[src/rtl/spi_pkg.sv]
// Shared constants for the SPI target port: byte width, synchronizer depth,
// SPI mode encoding and the stream terminator byte.
package spi_pkg;

  localparam int unsigned BYTE_W      = 8;
  localparam int unsigned SYNC_STAGES = 2;

  localparam logic [BYTE_W-1:0] NULL_BYTE = '0;

  // Encoded as {CPOL, CPHA}.
  typedef enum logic [1:0] {
    SPI_MODE0 = 2'b00,
    SPI_MODE1 = 2'b01,
    SPI_MODE2 = 2'b10,
    SPI_MODE3 = 2'b11
  } spi_mode_e;

  localparam spi_mode_e SPI_MODE = SPI_MODE0;

  function automatic logic mode_cpol(input spi_mode_e mode);
    return mode[1];
  endfunction

  // Level SCLK rests at between transfers.
  localparam logic SCLK_IDLE = mode_cpol(SPI_MODE);

endpackage

[src/rtl/spi_rx_fifo.sv]
// Receive byte FIFO: circular buffer with one extra pointer bit to tell
// full from empty, and a registered head-of-queue output.
module spi_rx_fifo
  import spi_pkg::*;
#(
  parameter int unsigned DEPTH = 4
) (
  input  logic              clk,
  input  logic              rst_n,
  input  logic              push,
  input  logic [BYTE_W-1:0] push_data,
  input  logic              pop,
  output logic              full,
  output logic [BYTE_W-1:0] head_data,
  output logic              head_valid
);

  localparam int unsigned AW = (DEPTH > 1) ? $clog2(DEPTH) : 1;

  logic [AW:0]       wr_ptr_q, wr_ptr_d;
  logic [AW:0]       rd_ptr_q, rd_ptr_d;
  logic [BYTE_W-1:0] mem_q [DEPTH];
  logic [BYTE_W-1:0] mem_d [DEPTH];
  logic [BYTE_W-1:0] head_data_q, head_data_d;
  logic              head_valid_q, head_valid_d;
  logic              empty;
  logic              do_push;
  logic              do_pop;

  assign empty   = (wr_ptr_q == rd_ptr_q);
  assign full    = (wr_ptr_q[AW] != rd_ptr_q[AW]) &&
                   (wr_ptr_q[AW-1:0] == rd_ptr_q[AW-1:0]);
  assign do_pop  = pop && !empty;
  assign do_push = push && (!full || do_pop);

  // Pointer/storage update and head register next state.
  always_comb begin
    mem_d = mem_q;
    if (do_push) begin
      mem_d[wr_ptr_q[AW-1:0]] = push_data;
    end
    wr_ptr_d = wr_ptr_q + {{AW{1'b0}}, do_push};
    rd_ptr_d = rd_ptr_q + {{AW{1'b0}}, do_pop};
    // Head tracks the post-pop read pointer against the pre-push write
    // pointer: pops take effect immediately, a new byte shows one cycle
    // after it has been written.
    head_valid_d = (wr_ptr_q != rd_ptr_d);
    head_data_d  = mem_q[rd_ptr_d[AW-1:0]];
  end

  // State registers.
  always_ff @(posedge clk or negedge rst_n) begin
    if (!rst_n) begin
      wr_ptr_q     <= '0;
      rd_ptr_q     <= '0;
      head_data_q  <= '0;
      head_valid_q <= 1'b0;
      for (int unsigned i = 0; i < DEPTH; i++) begin
        mem_q[i] <= '0;
      end
    end else begin
      wr_ptr_q     <= wr_ptr_d;
      rd_ptr_q     <= rd_ptr_d;
      head_data_q  <= head_data_d;
      head_valid_q <= head_valid_d;
      mem_q        <= mem_d;
    end
  end

  assign head_data  = head_data_q;
  assign head_valid = head_valid_q;

endmodule

[src/rtl/spi_slave_port.sv]
// SPI mode-0 target: oversamples SCLK/SS/MOSI on cpu_clk, assembles
// MSB-first bytes into the RX FIFO and shifts reply bytes out on MISO.
module spi_slave_port
  import spi_pkg::*;
#(
  parameter int unsigned       FIFO_DEPTH = 4,
  parameter logic [BYTE_W-1:0] IDLE_BYTE  = 8'h00
) (
  input  logic              cpu_clk,
  input  logic              rst_n,
  input  logic              sclk,
  input  logic              ss_n,
  input  logic              mosi,
  output logic              miso,
  output logic              miso_oe,
  output logic [BYTE_W-1:0] rx_data,
  output logic              rx_valid,
  input  logic              rx_ready,
  output logic              rx_null,
  input  logic [BYTE_W-1:0] tx_data,
  input  logic              tx_valid,
  output logic              tx_ready,
  output logic              overflow,
  output logic              underrun,
  input  logic              clr_flags
);

  logic [SYNC_STAGES-1:0] sclk_sync_q, sclk_sync_d;
  logic [SYNC_STAGES-1:0] ss_sync_q, ss_sync_d;
  logic [SYNC_STAGES-1:0] mosi_sync_q, mosi_sync_d;
  logic                   sclk_prev_q, sclk_prev_d;
  logic                   ss_prev_q, ss_prev_d;
  logic                   sclk_s, ss_s, mosi_s;
  logic                   sclk_rise, sclk_fall, ss_fall, ss_rise;

  logic                   active_q, active_d;
  logic                   miso_oe_q, miso_oe_d;
  logic [2:0]             bit_cnt_q, bit_cnt_d;
  logic [BYTE_W-1:0]      rx_shift_q, rx_shift_d;
  logic [BYTE_W-1:0]      tx_shift_q, tx_shift_d;
  logic [BYTE_W-1:0]      hold_q, hold_d;
  logic                   hold_full_q, hold_full_d;
  logic                   byte_done_q, byte_done_d;
  logic                   underrun_q, underrun_d;
  logic                   overflow_q, overflow_d;
  logic                   tx_load;
  logic                   pop;
  logic                   fifo_full;

  assign sclk_s    = sclk_sync_q[SYNC_STAGES-1];
  assign ss_s      = ss_sync_q[SYNC_STAGES-1];
  assign mosi_s    = mosi_sync_q[SYNC_STAGES-1];
  assign sclk_rise = sclk_s & ~sclk_prev_q;
  assign sclk_fall = ~sclk_s & sclk_prev_q;
  assign ss_fall   = ss_prev_q & ~ss_s;
  assign ss_rise   = ~ss_prev_q & ss_s;

  // Synchronizer chains plus one history stage for edge detection.
  always_comb begin
    sclk_sync_d = {sclk_sync_q[SYNC_STAGES-2:0], sclk};
    ss_sync_d   = {ss_sync_q[SYNC_STAGES-2:0], ss_n};
    mosi_sync_d = {mosi_sync_q[SYNC_STAGES-2:0], mosi};
    sclk_prev_d = sclk_s;
    ss_prev_d   = ss_s;
  end

  // Select handling, bit counter and the RX/TX shift registers.
  always_comb begin
    active_d    = active_q;
    miso_oe_d   = miso_oe_q;
    bit_cnt_d   = bit_cnt_q;
    rx_shift_d  = rx_shift_q;
    tx_shift_d  = tx_shift_q;
    byte_done_d = 1'b0;
    tx_load     = 1'b0;
    if (ss_fall) begin
      active_d  = 1'b1;
      miso_oe_d = 1'b1;
      bit_cnt_d = '0;
      tx_load   = 1'b1;
    end else if (ss_rise) begin
      active_d  = 1'b0;
      miso_oe_d = 1'b0;
      bit_cnt_d = '0;
    end else if (active_q && !ss_s) begin
      if (sclk_rise) begin
        rx_shift_d = {rx_shift_q[BYTE_W-2:0], mosi_s};
        bit_cnt_d  = bit_cnt_q + 3'd1;
        if (bit_cnt_q == 3'd7) begin
          byte_done_d = 1'b1;
          tx_load     = 1'b1;
        end
      end else if (sclk_fall && (bit_cnt_q != '0)) begin
        // The fall right after a byte boundary must keep the freshly
        // loaded MSB on the line, hence no shift when the count is zero.
        tx_shift_d = {tx_shift_q[BYTE_W-2:0], 1'b0};
      end
    end
    if (tx_load) begin
      tx_shift_d = hold_full_q ? hold_q : IDLE_BYTE;
    end
  end

  // TX holding register and underrun pulse.
  always_comb begin
    hold_d      = hold_q;
    hold_full_d = hold_full_q;
    underrun_d  = 1'b0;
    if (tx_load) begin
      if (hold_full_q) begin
        hold_full_d = 1'b0;
      end else begin
        underrun_d = 1'b1;
      end
    end
    if (tx_valid && !hold_full_q) begin
      hold_d      = tx_data;
      hold_full_d = 1'b1;
    end
  end

  assign pop = rx_valid && rx_ready;

  // Sticky overflow; a new drop wins over a simultaneous clear.
  always_comb begin
    overflow_d = (overflow_q && !clr_flags) || (byte_done_q && fifo_full && !pop);
  end

  // State registers; synchronizers preset to the idle bus levels.
  always_ff @(posedge cpu_clk or negedge rst_n) begin
    if (!rst_n) begin
      sclk_sync_q <= {SYNC_STAGES{SCLK_IDLE}};
      ss_sync_q   <= '1;
      mosi_sync_q <= '0;
      sclk_prev_q <= SCLK_IDLE;
      ss_prev_q   <= 1'b1;
      active_q    <= 1'b0;
      miso_oe_q   <= 1'b0;
      bit_cnt_q   <= '0;
      rx_shift_q  <= '0;
      tx_shift_q  <= '0;
      hold_q      <= '0;
      hold_full_q <= 1'b0;
      byte_done_q <= 1'b0;
      underrun_q  <= 1'b0;
      overflow_q  <= 1'b0;
    end else begin
      sclk_sync_q <= sclk_sync_d;
      ss_sync_q   <= ss_sync_d;
      mosi_sync_q <= mosi_sync_d;
      sclk_prev_q <= sclk_prev_d;
      ss_prev_q   <= ss_prev_d;
      active_q    <= active_d;
      miso_oe_q   <= miso_oe_d;
      bit_cnt_q   <= bit_cnt_d;
      rx_shift_q  <= rx_shift_d;
      tx_shift_q  <= tx_shift_d;
      hold_q      <= hold_d;
      hold_full_q <= hold_full_d;
      byte_done_q <= byte_done_d;
      underrun_q  <= underrun_d;
      overflow_q  <= overflow_d;
    end
  end

  spi_rx_fifo #(
    .DEPTH(FIFO_DEPTH)
  ) u_rx_fifo (
    .clk       (cpu_clk),
    .rst_n     (rst_n),
    .push      (byte_done_q),
    .push_data (rx_shift_q),
    .pop       (pop),
    .full      (fifo_full),
    .head_data (rx_data),
    .head_valid(rx_valid)
  );

  assign miso     = miso_oe_q & tx_shift_q[BYTE_W-1];
  assign miso_oe  = miso_oe_q;
  assign rx_null  = byte_done_q & (rx_shift_q == NULL_BYTE);
  assign tx_ready = ~hold_full_q;
  assign overflow = overflow_q;
  assign underrun = underrun_q;

endmodule

[config.mk]
export PLATFORM = sky130hd
export DESIGN_NAME = spi_slave_port
export DESIGN_NICKNAME = d
export VERILOG_FILES = /design/src/rtl/spi_pkg.sv /design/src/rtl/spi_rx_fifo.sv /design/src/rtl/spi_slave_port.sv
export SDC_FILE = /design/constraint.sdc
export NUM_CORES = 1
export LEC_CHECK = 0
export CORE_ASPECT_RATIO = 1.5
export CORE_UTILIZATION = 50
export DETAILED_ROUTE_END_ITERATION = 8
export GPL_TIMING_DRIVEN = 0
export PLACE_DENSITY = 0.75
export SYNTH_ARGS = -nofsm -noshare
export SYNTH_HDL_FRONTEND = slang
export SYNTH_SLANG_ARGS = --single-unit
[constraint.sdc]
create_clock -name cpu_clk -period 3.1 [get_ports cpu_clk]
set_input_delay 0.465 -clock cpu_clk [delete_from_list [all_inputs] [get_ports cpu_clk]]
set_output_delay 0.465 -clock cpu_clk [all_outputs]
set_load 0.01 [all_outputs]
== Word level (Yosys, flattened, before mapping) ==
Cells that the tools add are included.
Storage, ports and cells
  flip-flop bits (word level): 87
  input port bits: 16
  output and inout bits: 15
  word-level logic and storage cells: 110
Cells by class
  add/sub/neg operators: 3
  magnitude comparators: 3
  equal/unequal tests: 8
  muxes and demuxes: 29
  bitwise gates (word level): 15
  reductions and logical operators: 30
Operators with widths (number)
  $mux W8: 10
  $bwmux W32: 1
  $bmux W8 S2: 1
  $demux W8 S2: 1
  $mux W1: 12
  $mux W3: 4
  $logic_and A1 B1 Y1: 11
  $reduce_bool A3 Y1: 3
  $logic_not A8 Y1: 1
  $reduce_bool A2 Y1: 4
  $not A1 Y1: 7
  $add A3 B1 Y3: 2
  $and A1 B1 Y1: 6
  $ge A3 B3 Y1 const B: 2
  $logic_not A1 Y1: 6
  $ne A2 B1 Y1 const B: 3
  $not A2 Y3: 2
  $reduce_and A5 Y1: 1
  $reduce_and A4 Y1: 1
  $add A3 B1 Y3 const B: 1
  $eq A3 B3 Y1: 1
  $eq A3 B3 Y1 const B: 1
  $lt A3 B1 Y1 const B: 1
  $ne A3 B3 Y1: 1
  other kinds (4): 5

== Depth between registers and ports, before layout ==
Gate-level depths: netlist of run 1.
  depth after elaboration: 9
  gate-level depth with buffers: 10

== By module ==
A second synthesis of run 1 with hierarchy kept.
Second synthesis, totals
  cell total of the unflattened synthesis: 244
  area, all modules: 3737.3 um2
Modules (own cells, without submodules)
  spi_rx_fifo: instances 1, cells an instance 115, area each 2045.7 um2, sequential area each 1176.1 um2
  spi_slave_port: instances 1, cells an instance 129, area each 1691.6 um2, sequential area each 1004.7 um2

== Worst setup path before layout of run 1 ==
No wires, ideal clock.
  path kind: reg2reg
  start: register u_rx_fifo.wr_ptr_q[1]
  end: register u_rx_fifo.head_data_q[4] (netlist: u_rx_fifo.head_data[4])
  data arrival time: 2.017 ns
  data required time: 2.962 ns
  path slack: 0.945 ns
  cell stages (with the launch flop): 10
  cell sequence: dfrtp_1 buf_4 xnor2_1 nand2_1 nor2_1 nor2_1 ha_1 ha_1 clkbuf_1 mux4_2
Between the ends
  cells in the longest elaborated chain, start to end: 8
RTL lines
  start, declared: line spi_rx_fifo.sv:20  | logic [AW:0] wr_ptr_q, wr_ptr_d;
  start signal, assigned: line spi_rx_fifo.sv:62  | wr_ptr_q <= wr_ptr_d;
  $eq A3 B3 Y1: line spi_rx_fifo.sv:30  | assign empty = (wr_ptr_q == rd_ptr_q);
  $logic_not A1 Y1: line spi_rx_fifo.sv:33  | assign do_pop = pop && !empty;
  $logic_and A1 B1 Y1: line spi_rx_fifo.sv:33
  $add A3 B1 Y3: line spi_rx_fifo.sv:43  | rd_ptr_d = rd_ptr_q + {{AW{1'b0}}, do_pop};
  named net u_rx_fifo.rd_ptr_d[1]: line spi_rx_fifo.sv:21  | logic [AW:0] rd_ptr_q, rd_ptr_d;
  $not A2 Y3 (implied by the code): line spi_rx_fifo.sv:48  | head_data_d = mem_q[rd_ptr_d[AW-1:0]];
  $bmux W8 S2: line spi_rx_fifo.sv:48
  $mux W8 (implied by the code) (2 in a row): line spi_rx_fifo.sv:48
  named net u_rx_fifo.head_data_d[4]: line spi_rx_fifo.sv:24  | logic [BYTE_W-1:0] head_data_q, head_data_d;
  end signal, assigned: line spi_rx_fifo.sv:64  | head_data_q <= head_data_d;
  end, declared: line spi_rx_fifo.sv:24
The timed path passes the listed nets, and every way through them passes these cells. The select of a mux whose other input is x is not followed.
A chain may end at the register's enable or synchronous reset.

== Worst setup path after layout of run 1 ==
  start: register rx_shift_q[4]
  end: output rx_null
Between the ends
  cells in the longest elaborated chain, start to end: 2
RTL lines
  start, declared: line spi_slave_port.sv:39  | logic [BYTE_W-1:0] rx_shift_q, rx_shift_d;
  start signal, assigned: line spi_slave_port.sv:156  | rx_shift_q <= rx_shift_d;
  $logic_not A8 Y1: line spi_slave_port.sv:181  | assign rx_null = byte_done_q & (rx_shift_q == NULL_BYTE);
  $and A1 B1 Y1: line spi_slave_port.sv:181
  end, declared: line spi_slave_port.sv:19  | output logic rx_null,
Every way passes these cells.

==> results of run 1 <==
==> layout make-up <==
cell class | count | area [sq um]
Buffer | 10 | 66.3
Clock buffer | 10 | 138
Clock inverter | 6 | 68.8
Fill cell | 530 | 2660
Inverter | 12 | 45.0
Multi-Input combinational cell | 136 | 1380
Sequential cell | 87 | 2180
Tap cell | 97 | 121
Timing Repair Buffer | 31 | 325
==> cells by family after synthesis <==
group | Yosys count | synth area share (%)
mux | 74 | 24.9
fa+ha+maj | 9 | 3.06
simple gates | 39 | 6.64
flops | 87 | 59.3
xor+xnor | 8 | 1.91
buf+inv | 22 | 3.03
compound gates | 6 | 1.12
==> metal layers <==
layer  up-vias  wire length, microns  track usage, %
met2        40                  2900            30.5
met3        11                   161            2.26
met5         -                     0               0
met4         0                   127            8.40
met1      1019                  2460            21.0
li1        941                     -               -
==> registers in the layout, summed over array words and instances (netlist names), 2 cells and up <==
name,count
bit_cnt_q,3
sclk_sync_q,2
u_rx_fifo.mem_q,32
u_rx_fifo.wr_ptr_q,3
tx_shift_q,8
u_rx_fifo.head_data,8
mosi_sync_q,2
rx_shift_q,8
ss_sync_q,2
hold_q,8
u_rx_fifo.rd_ptr_q,3
==> cells in the final DEF (no fill, tap or decap), drive strengths merged, types with 2 or more instances in the layout <==
master,count
xnor2,5
clkbuf,13
ha,9
and4b,2
xor2,3
nor2b,3
nand2,11
clkinv,3
mux2,54
dfstp,3
inv,13
dfrtp,84
nor2,6
mux4,8
nand4b,2
nor4,2
clkdlybuf4s50,29
buf,9
a21oi,3
mux2i,12
and2,5
nand2b,2
==> metrics by stage <==
| stage | instance area [sq um] | instances | hold WS (ns) | TNS, ns |
|---|---|---|---|---|
| after floorplan | 3680 | 245 | 0.169 | 0 |
| after global placement | 4100 | 372 | 0.332 | -128.04 |
| after detailed placement | 4120 | 373 | 0.338 | 0 |
| after CTS | 4330 | 389 | 0.00526 | 0 |
| after global routing | 4330 | 389 | 0.0236 | 0 |
| final | 4330 | 389 | 0.00366 | 0 |
==> power by group <==
part / internal [mW] / total (mW) / switching [mW]
clock: 0.398 / 0.803 / 0.405
sequential: 1.26 / 1.32 / 0.0661
combinational: 0.177 / 0.321 / 0.144
==> path summary, 6_finish.rpt <==
check,from,endpoint,slack (ns),depth (start not counted)
max in group asynchronous,rst_n,tx_shift_q[0]$_DFFE_PN0P_,2.49,2
worst min register to register,mosi_sync_q[0]$_DFF_PN0_,mosi_sync_q[1]$_DFF_PN0_,0.36,0
worst max register to register,u_rx_fifo.wr_ptr_q[0]$_DFF_PN0_,u_rx_fifo.head_data[5]$_DFF_PN0_,0.59,9
worst min-delay path,rst_n,u_rx_fifo.rd_ptr_q[1]$_DFF_PN0_,0.004,1
min in group cpu_clk,mosi_sync_q[0]$_DFF_PN0_,mosi_sync_q[1]$_DFF_PN0_,0.36,0
worst max-delay path,rx_shift_q[4]$_DFFE_PN0P_,rx_null,0.55,4
==> worst max-delay path: stages (launching register included) <==
cell	delay, ns
dfrtp_1	0.45
nor4_1	0.32
nand2_1	0.10
nor4_1	0.26
clkdlybuf4s50_1	0.60
==> impl_metrics.toml, run 1 <==
[run_status]
status = "completed"

[layout]
diodes = 0
drive_above_1_share_pct = 30.8
fin_util_pct = 61.9
area_delta_synth_final_pct = 17.8
fin_nets = 312

[yosys]
yosys_warnings = 0
synth_ff_type = "dfrtp_1"
synth.most_common_cell = "dfrtp_1"
syn_nets = 270
synth_edf_count = 0
synth_commonest_cells = "dfrtp_1 (84), mux2_2 (48), inv_1 (12), mux2i_1 (12), nand2_1 (11)"
synthArstFlopShare_pct = 100
yosys-top-cells-area = "dfrtp_1 (57%), mux2_2 (15%), mux4_2 (4.9%), mux2i_1 (3.3%), ha_1 (3.1%)"
syn_area_per_cell_sq_um = 15.0
ys_ff_latch = 87
synth_top_area_cell = "dfrtp_1"
synth_top_area_share_pct = 57.2
ys_types = 34
synth.yosys.seq_area_share_pct = 59.3
syn_area_sq_um = 3680
synth_cells = 245

[drt]
drt_iter0_markers = 106
wl_per_cell_microns = 14.5
drcViolationCount = 0
drt-total-wl_mm = 5.65
antenna_left = 0
via_count = 2011
first_pass_iters = 4
vias_per_cell = 5.17

[floorplan]
start_util_pct = 52.6
die_y_microns = 107
coreArea_sq_um = 6990
chipWidth_microns = 72.0
rows = 37
die_area_sq_um = 7710
io_pins = 31

[run]
drv_cap = 0

[sta]
drv_slew = 0
slew_headroom_pct = 53.1
fmax_mhz = 391
rsz0062_at_grt = "false"
finalHoldViolCount = 0
fin_crit_sh_pct = 82.4
worst_slack_ns = 0.545
period_needed_ns = 2.55
setup_viol = 0
fin_skew_ns = 0.00806
worstMarginPinSlew_ns = 0.700

[global_route]
grt_start_max_net_pins = 64
antenna_found_initial = 0
grt_pass1_vias = 2220
grt-ovfl-total = 0
grtUsageTotal_pct = 17.4
grt_pass1_wl_mm = 10.1

[clock_tree]
clk_path_buf_depth = 2
cts_tree = "built"
ctsHoldBuffers = 0
cts_setup_buffers = 0
worstSkewPairLatency_ns = 0.35
cts.clk_slew.worst_paths_ns = 0.09
cts_resized = 0
root_buffer = "clkbuf_8"
h-tree-depth = 3
cts_sinks = 87
cts_buffers = 9

[placement]
post-place-ws_ns = 0.552
io_buffers = 30
hpwl_mm = 3.90
gp_congestion = 0.673

[pwr]
p_per_area_nw_per_um2 = 565
peakVddDrop_mv = 0.424
leakagePower_nw = 2.10
p_total_mw = 2.45

[critical_path]
critPathCaptureType = "output port"
worstSetupPathType = "flop to output port"
worstPathMaxFanout = 7
arrival_ns = 2.09
critPathRequiredTime_ns = 2.63
startpoint_type = "flop"

[min_path]
hp-class = "input pin to async pin"
No activity file was read; power rests on OpenSTA's default activity.
==> run 2, diff against run 1 <==
--- a/config.mk
+++ b/config.mk
@@ -9,7 +9,7 @@
 export CORE_UTILIZATION = 50
 export DETAILED_ROUTE_END_ITERATION = 8
 export GPL_TIMING_DRIVEN = 0
-export PLACE_DENSITY = 0.75
+export PLACE_DENSITY = 0.78
 export SYNTH_ARGS = -nofsm -noshare
 export SYNTH_HDL_FRONTEND = slang
 export SYNTH_SLANG_ARGS = --single-unit
==> constraint.sdc (replaced) <==
create_clock -name cpu_clk -period 2.28 [get_ports cpu_clk]
set_input_delay 0.342 -clock cpu_clk [delete_from_list [all_inputs] [get_ports cpu_clk]]
set_output_delay 0.342 -clock cpu_clk [all_outputs]
set_load 0.01 [all_outputs]
==> impl_metrics.toml, run 2 (synthesis gave the netlist of run 1 again) <==
[floorplan]
coreArea_sq_um = 6990
rows = 37
die_area_sq_um = 7710
start_util_pct = 52.6
chipWidth_microns = 72.0
io_pins = 31
die_y_microns = 107

[sta]
slew_headroom_pct = 54.2
worstMarginPinSlew_ns = 0.684
setup_viol = 0
fmax_mhz = 464
tns_ns = 0
fin_skew_ns = 0.0130
finalHoldViolCount = 0
fin_crit_sh_pct = 94.6
drv_slew = 0
period_needed_ns = 2.16

[pwr]
p_int_mw = 2.50
peakVddDrop_mv = 0.542
switching_share_pct = 25.7
p_total_mw = 3.36
pwr-share-clk_pct = 32.9
p_seq_share_pct = 53.8
p_comb_share_pct = 13.3
power_switching_mw = 0.862
leakagePower_nw = 2.12
p_per_area_nw_per_um2 = 767

[clock_tree]
cts_tree = "built"
worstSkewPairLatency_ns = 0.36
cts.clk_slew.worst_paths_ns = 0.09
cts_sinks = 87
h-tree-depth = 3
clk_path_buf_depth = 2
root_buffer = "clkbuf_8"
cts_buffers = 9
cts_setup_buffers = 0

[critical_path]
cp.buffers_inverters = 2
cpPeakStageDelay_ns = 0.39
path_cells = "buf_4 -> xnor2_1 -> nand2_1 -> nor2_1 -> nor2_1 -> ha_1 -> ha_1 -> clkbuf_4 -> mux4_2"
startpoint_type = "flop"
worstPathMaxFanout = 9
critPathTopFamily = "adder cells"
arrival_ns = 2.39
cpMaxStageDelayCell = "dfrtp_1"
critPathRequiredTime_ns = 2.51
critPathCaptureType = "flop"
worstSetupPathType = "flop to flop"

[drt]
via_count = 2001
drt-total-wl_mm = 5.82
first_pass_iters = 4
drt_iter0_markers = 107
drcViolationCount = 0
vias_per_cell = 5.13
wl_per_cell_microns = 14.9
antenna_left = 0

[layout]
largest_register_ffs = 32
fin_area_sq_um = 4380
mostFrequentLayoutCell = "dfrtp_1"
area_delta_synth_final_pct = 19.0
top_register = "u_rx_fifo.mem_q"
nFillCells = 546
regArea_sq_um = 2180
fin_nets = 313
final_cell_mix = "dfrtp_1 (84), mux2_2 (48), clkdlybuf4s50_1 (28), inv_1 (12), mux2i_1 (12)"
drive_above_1_share_pct = 32.1
layout.cells.non_filler = 390
multiInputGateArea_sq_um = 1410
diodes = 0

[global_route]
antenna_found_initial = 0
grtUsageTotal_pct = 17.7
grt-ovfl-total = 0
grt_pass1_vias = 2078
grt_pass1_wl_mm = 10.1
grt_start_max_net_pins = 60

[placement]
gp_congestion = 0.705
hpwl_mm = 3.95
place_inst = 373
io_buffers = 30
place_area_sq_um = 4120

[run]
drv_cap = 0

[min_path]
hp-class = "flop to flop"

[run_status]
status = "completed"
-- run 2: path summary, 6_finish.rpt --
path	slack, ns	to	startpoint	depth (start not counted)
worst min-delay path	0.36	sclk_sync_q[1]$_DFF_PN0_	sclk_sync_q[0]$_DFF_PN0_	0
worst min register to register	0.36	sclk_sync_q[1]$_DFF_PN0_	sclk_sync_q[0]$_DFF_PN0_	0
min in group asynchronous	0.43	u_rx_fifo.rd_ptr_q[2]$_DFF_PN0_	rst_n	2
worst max register to register	0.12	u_rx_fifo.head_data[5]$_DFF_PN0_	u_rx_fifo.wr_ptr_q[1]$_DFF_PN0_	9
max in group asynchronous	1.23	hold_q[1]$_DFFE_PN0P_	rst_n	3
worst max-delay path	0.12	u_rx_fifo.head_data[5]$_DFF_PN0_	u_rx_fifo.wr_ptr_q[1]$_DFF_PN0_	9
-- run 2: power by group through the flow --
stage / Combinational, mW / Clock [mW] / Sequential, mW
2_1_floorplan: 0.306 / 0 / 1.81
3_3_place_gp: 0.425 / 0 / 1.83
3_5_place_dp: 0.452 / 0 / 1.84
4_1_cts: 0.456 / 1.12 / 1.81
5_1_grt: 0.505 / 1.19 / 1.83
6_report: 0.446 / 1.10 / 1.81
-- run 2: repair_timing --
item                                    CTS  global route
gates cloned                              0             0
hold buffers                              1             0
pin swaps                                 1             0
gates resized for setup                   5             5
endpoints found under the setup margin   10            13
endpoints found under the hold margin    25             0
-- run 2: metrics by stage --
stage	setup slack, ns	utilization [%]	hold slack (ns)
2_1_floorplan	0.125	-	0.0464
3_3_place_gp	-2.16	58.6	0.332
3_5_place_dp	-0.210	59.0	0.288
4_1_cts	0.0199	62.3	0.366
5_1_grt	-0.00624	62.6	0.368
6_report	0.123	62.6	0.361
-- run 2: cell type report --
type / instances / area share, %
well taps: 97 / 2.77
clock buffers: 10 / 3.15
plain buffers: 10 / 1.74
inverters: 12 / 1.03
clock inverters: 6 / 1.57
multi-input cells: 136 / 32.3
flip-flops and latches: 87 / 49.8
repair buffers: 32 / 7.64
-- run 2: metal layers --
metal  wire length, microns  track usage, %  share of wire [%]
met1                   2550            22.0                 44
met2                   2990            29.0                 51
met3                    157            3.67                2.7
met4                    123            8.82                2.1
met5                      0               0                  0
==> RTL edit, RTL diff (flow settings as in run 1) <==
Make the reset (`rst_n`) synchronous in 2 clocked blocks.
--- a/src/rtl/spi_rx_fifo.sv
+++ b/src/rtl/spi_rx_fifo.sv
@@ -49,7 +49,7 @@
   end
 
   // State registers.
-  always_ff @(posedge clk or negedge rst_n) begin
+  always_ff @(posedge clk) begin
     if (!rst_n) begin
       wr_ptr_q     <= '0;
       rd_ptr_q     <= '0;
--- a/src/rtl/spi_slave_port.sv
+++ b/src/rtl/spi_slave_port.sv
@@ -127,7 +127,7 @@
   end
 
   // State registers; synchronizers preset to the idle bus levels.
-  always_ff @(posedge cpu_clk or negedge rst_n) begin
+  always_ff @(posedge cpu_clk) begin
     if (!rst_n) begin
       sclk_sync_q <= {SYNC_STAGES{SCLK_IDLE}};
       ss_sync_q   <= '1;
Formal check against the unedited RTL: differs if rst_n is asserted again (counterexample within 4 cycles, from zero or initial values and one cycle with rst_n low); with rst_n held inactive, the same outputs for 10 cycles.
==> RTL edit against run 1 <==
  * Non-clock buffer count up 8
  * Count of clock-buffer cells in the layout is the same
  * Largest cell class is now multi-input combinational cells
  * Setup slack worse by 0.21 ns
  * Synthesized area increased by 3.1%
  * Wire length rose by 28%
  * Final cell count rose by 29%
  * First-iteration DRC count is 22% lower
  * Register-to-register slack got worse by 0.25 ns
  * Sequential cell count unchanged
  * Final area up 1.2%
  * Critical endpoint is now u_rx_fifo.head_data[1]
  * Critical path type is now flip-flop to flip-flop
Power is not compared: it rests on default switching activity, and its combinational part moved more than twofold at a synthesized area within 25%.
==> RTL edit: results <==
export IMPL_status="complete, no violations"
export IMPL_endpoint="u_rx_fifo.head_data[1]"
export IMPL_ys_warn_count=0
export IMPL_synth_compound_area_share=0.106
export IMPL_drtIter0Drc=83
export IMPL_cts_clk_slew_worst_paths_ns=0.08
export IMPL_nNetsFinal=425
export IMPL_routabilityCongestion=0.815
export IMPL_wl_per_cell_um=14.4
export IMPL_p_leak_uw=0.00162
export IMPL_fillCellCount=625
export IMPL_fin_skew_ns=0.0119
export IMPL_synthTopCellsByArea="dfxtp_1, mux2i_1, nor2b_1"
export IMPL_synthMuxAreaShare=0.153
export IMPL_met3_length_um=175
export IMPL_met1Wirelength_um=3070
export IMPL_met2_length_um=3860
export IMPL_layout_drive_gt1_share=0.0893
export IMPL_yosysSeqAreaShare=0.460
export IMPL_viasPerCell=5.15
export IMPL_grt_pass1_vias=2655
export IMPL_arrival_ns=3.01
export IMPL_critPathLaunch="u_rx_fifo.wr_ptr_q[0]"
export IMPL_dpl_cell_area_sq_mm=0.00420
export IMPL_syn_avg_cell_area_sq_um=10.5
export IMPL_grt_usage=0.210
export IMPL_hpwl_um=5170
export IMPL_pre_cts_slack_ns=0.294
export IMPL_synth_fa_ha_area_frac=0.0297
export IMPL_grt_pass1_wl_um=12500
export IMPL_fin_hold_ws_ns=0.351
export IMPL_synth_xor_xnor_area_share=0.0297
export IMPL_r2r_cells=8
export IMPL_maxUsedRoutingLayer="met4"
export IMPL_synth_distinct_cells=42
export IMPL_grt_max_degree=14
export IMPL_holdCritPathClass="input port to flip-flop"
export IMPL_synth_async_reset_ratio=0
export IMPL_finalWorstSetupSlack_ns=0.339
export IMPL_synth_nets=385
export IMPL_p_total_uw=1990
export IMPL_clk_latency_ns=0.35
export IMPL_port_buffers=29
export IMPL_worst_slew_pin_slew_ns=0.626
export IMPL_dp_cells=489
export IMPL_routed_wl_um=7240
export IMPL_use_met1=0.234
export IMPL_holdPathStages=2
export IMPL_cp_max_fo=10
export IMPL_grtUsageMet3=0.0370
export IMPL_use_met2=0.376
export IMPL_synth_common_cells="dfxtp_1, nand2_1, mux2i_1"
-- RTL edit: changes by cell type after synthesis, sizes merged, moves of 12 or more --
cell    before  now
a21boi       0   18
and2         5   21
clkbuf       3   15
dfrtp       84    0
dfxtp        0   87
mux2        54    0
mux2i       12   40
nand2       11   43
nor2b        3   35
-- RTL edit: layout make-up --
type                    count  area [sq um]  area share
plain buffers              20          96.3      0.0220
clock buffers              10           128      0.0291
clock inverters             4          48.8      0.0111
inverters                  15          56.3      0.0129
multi-input cells         238          1890       0.432
flip-flops and latches     87          1740       0.398
well taps                 100           125      0.0286
repair buffers             29           290      0.0663
-- RTL edit: critical path: stages (launching register included) --
cell      delay, ns
dfxtp_1        0.40
xnor2_2        0.43
and2_1         0.24
a21oi_1        0.09
ha_1           0.19
ha_1           0.26
clkbuf_1       0.48
mux4_2         0.40
and2_1         0.16
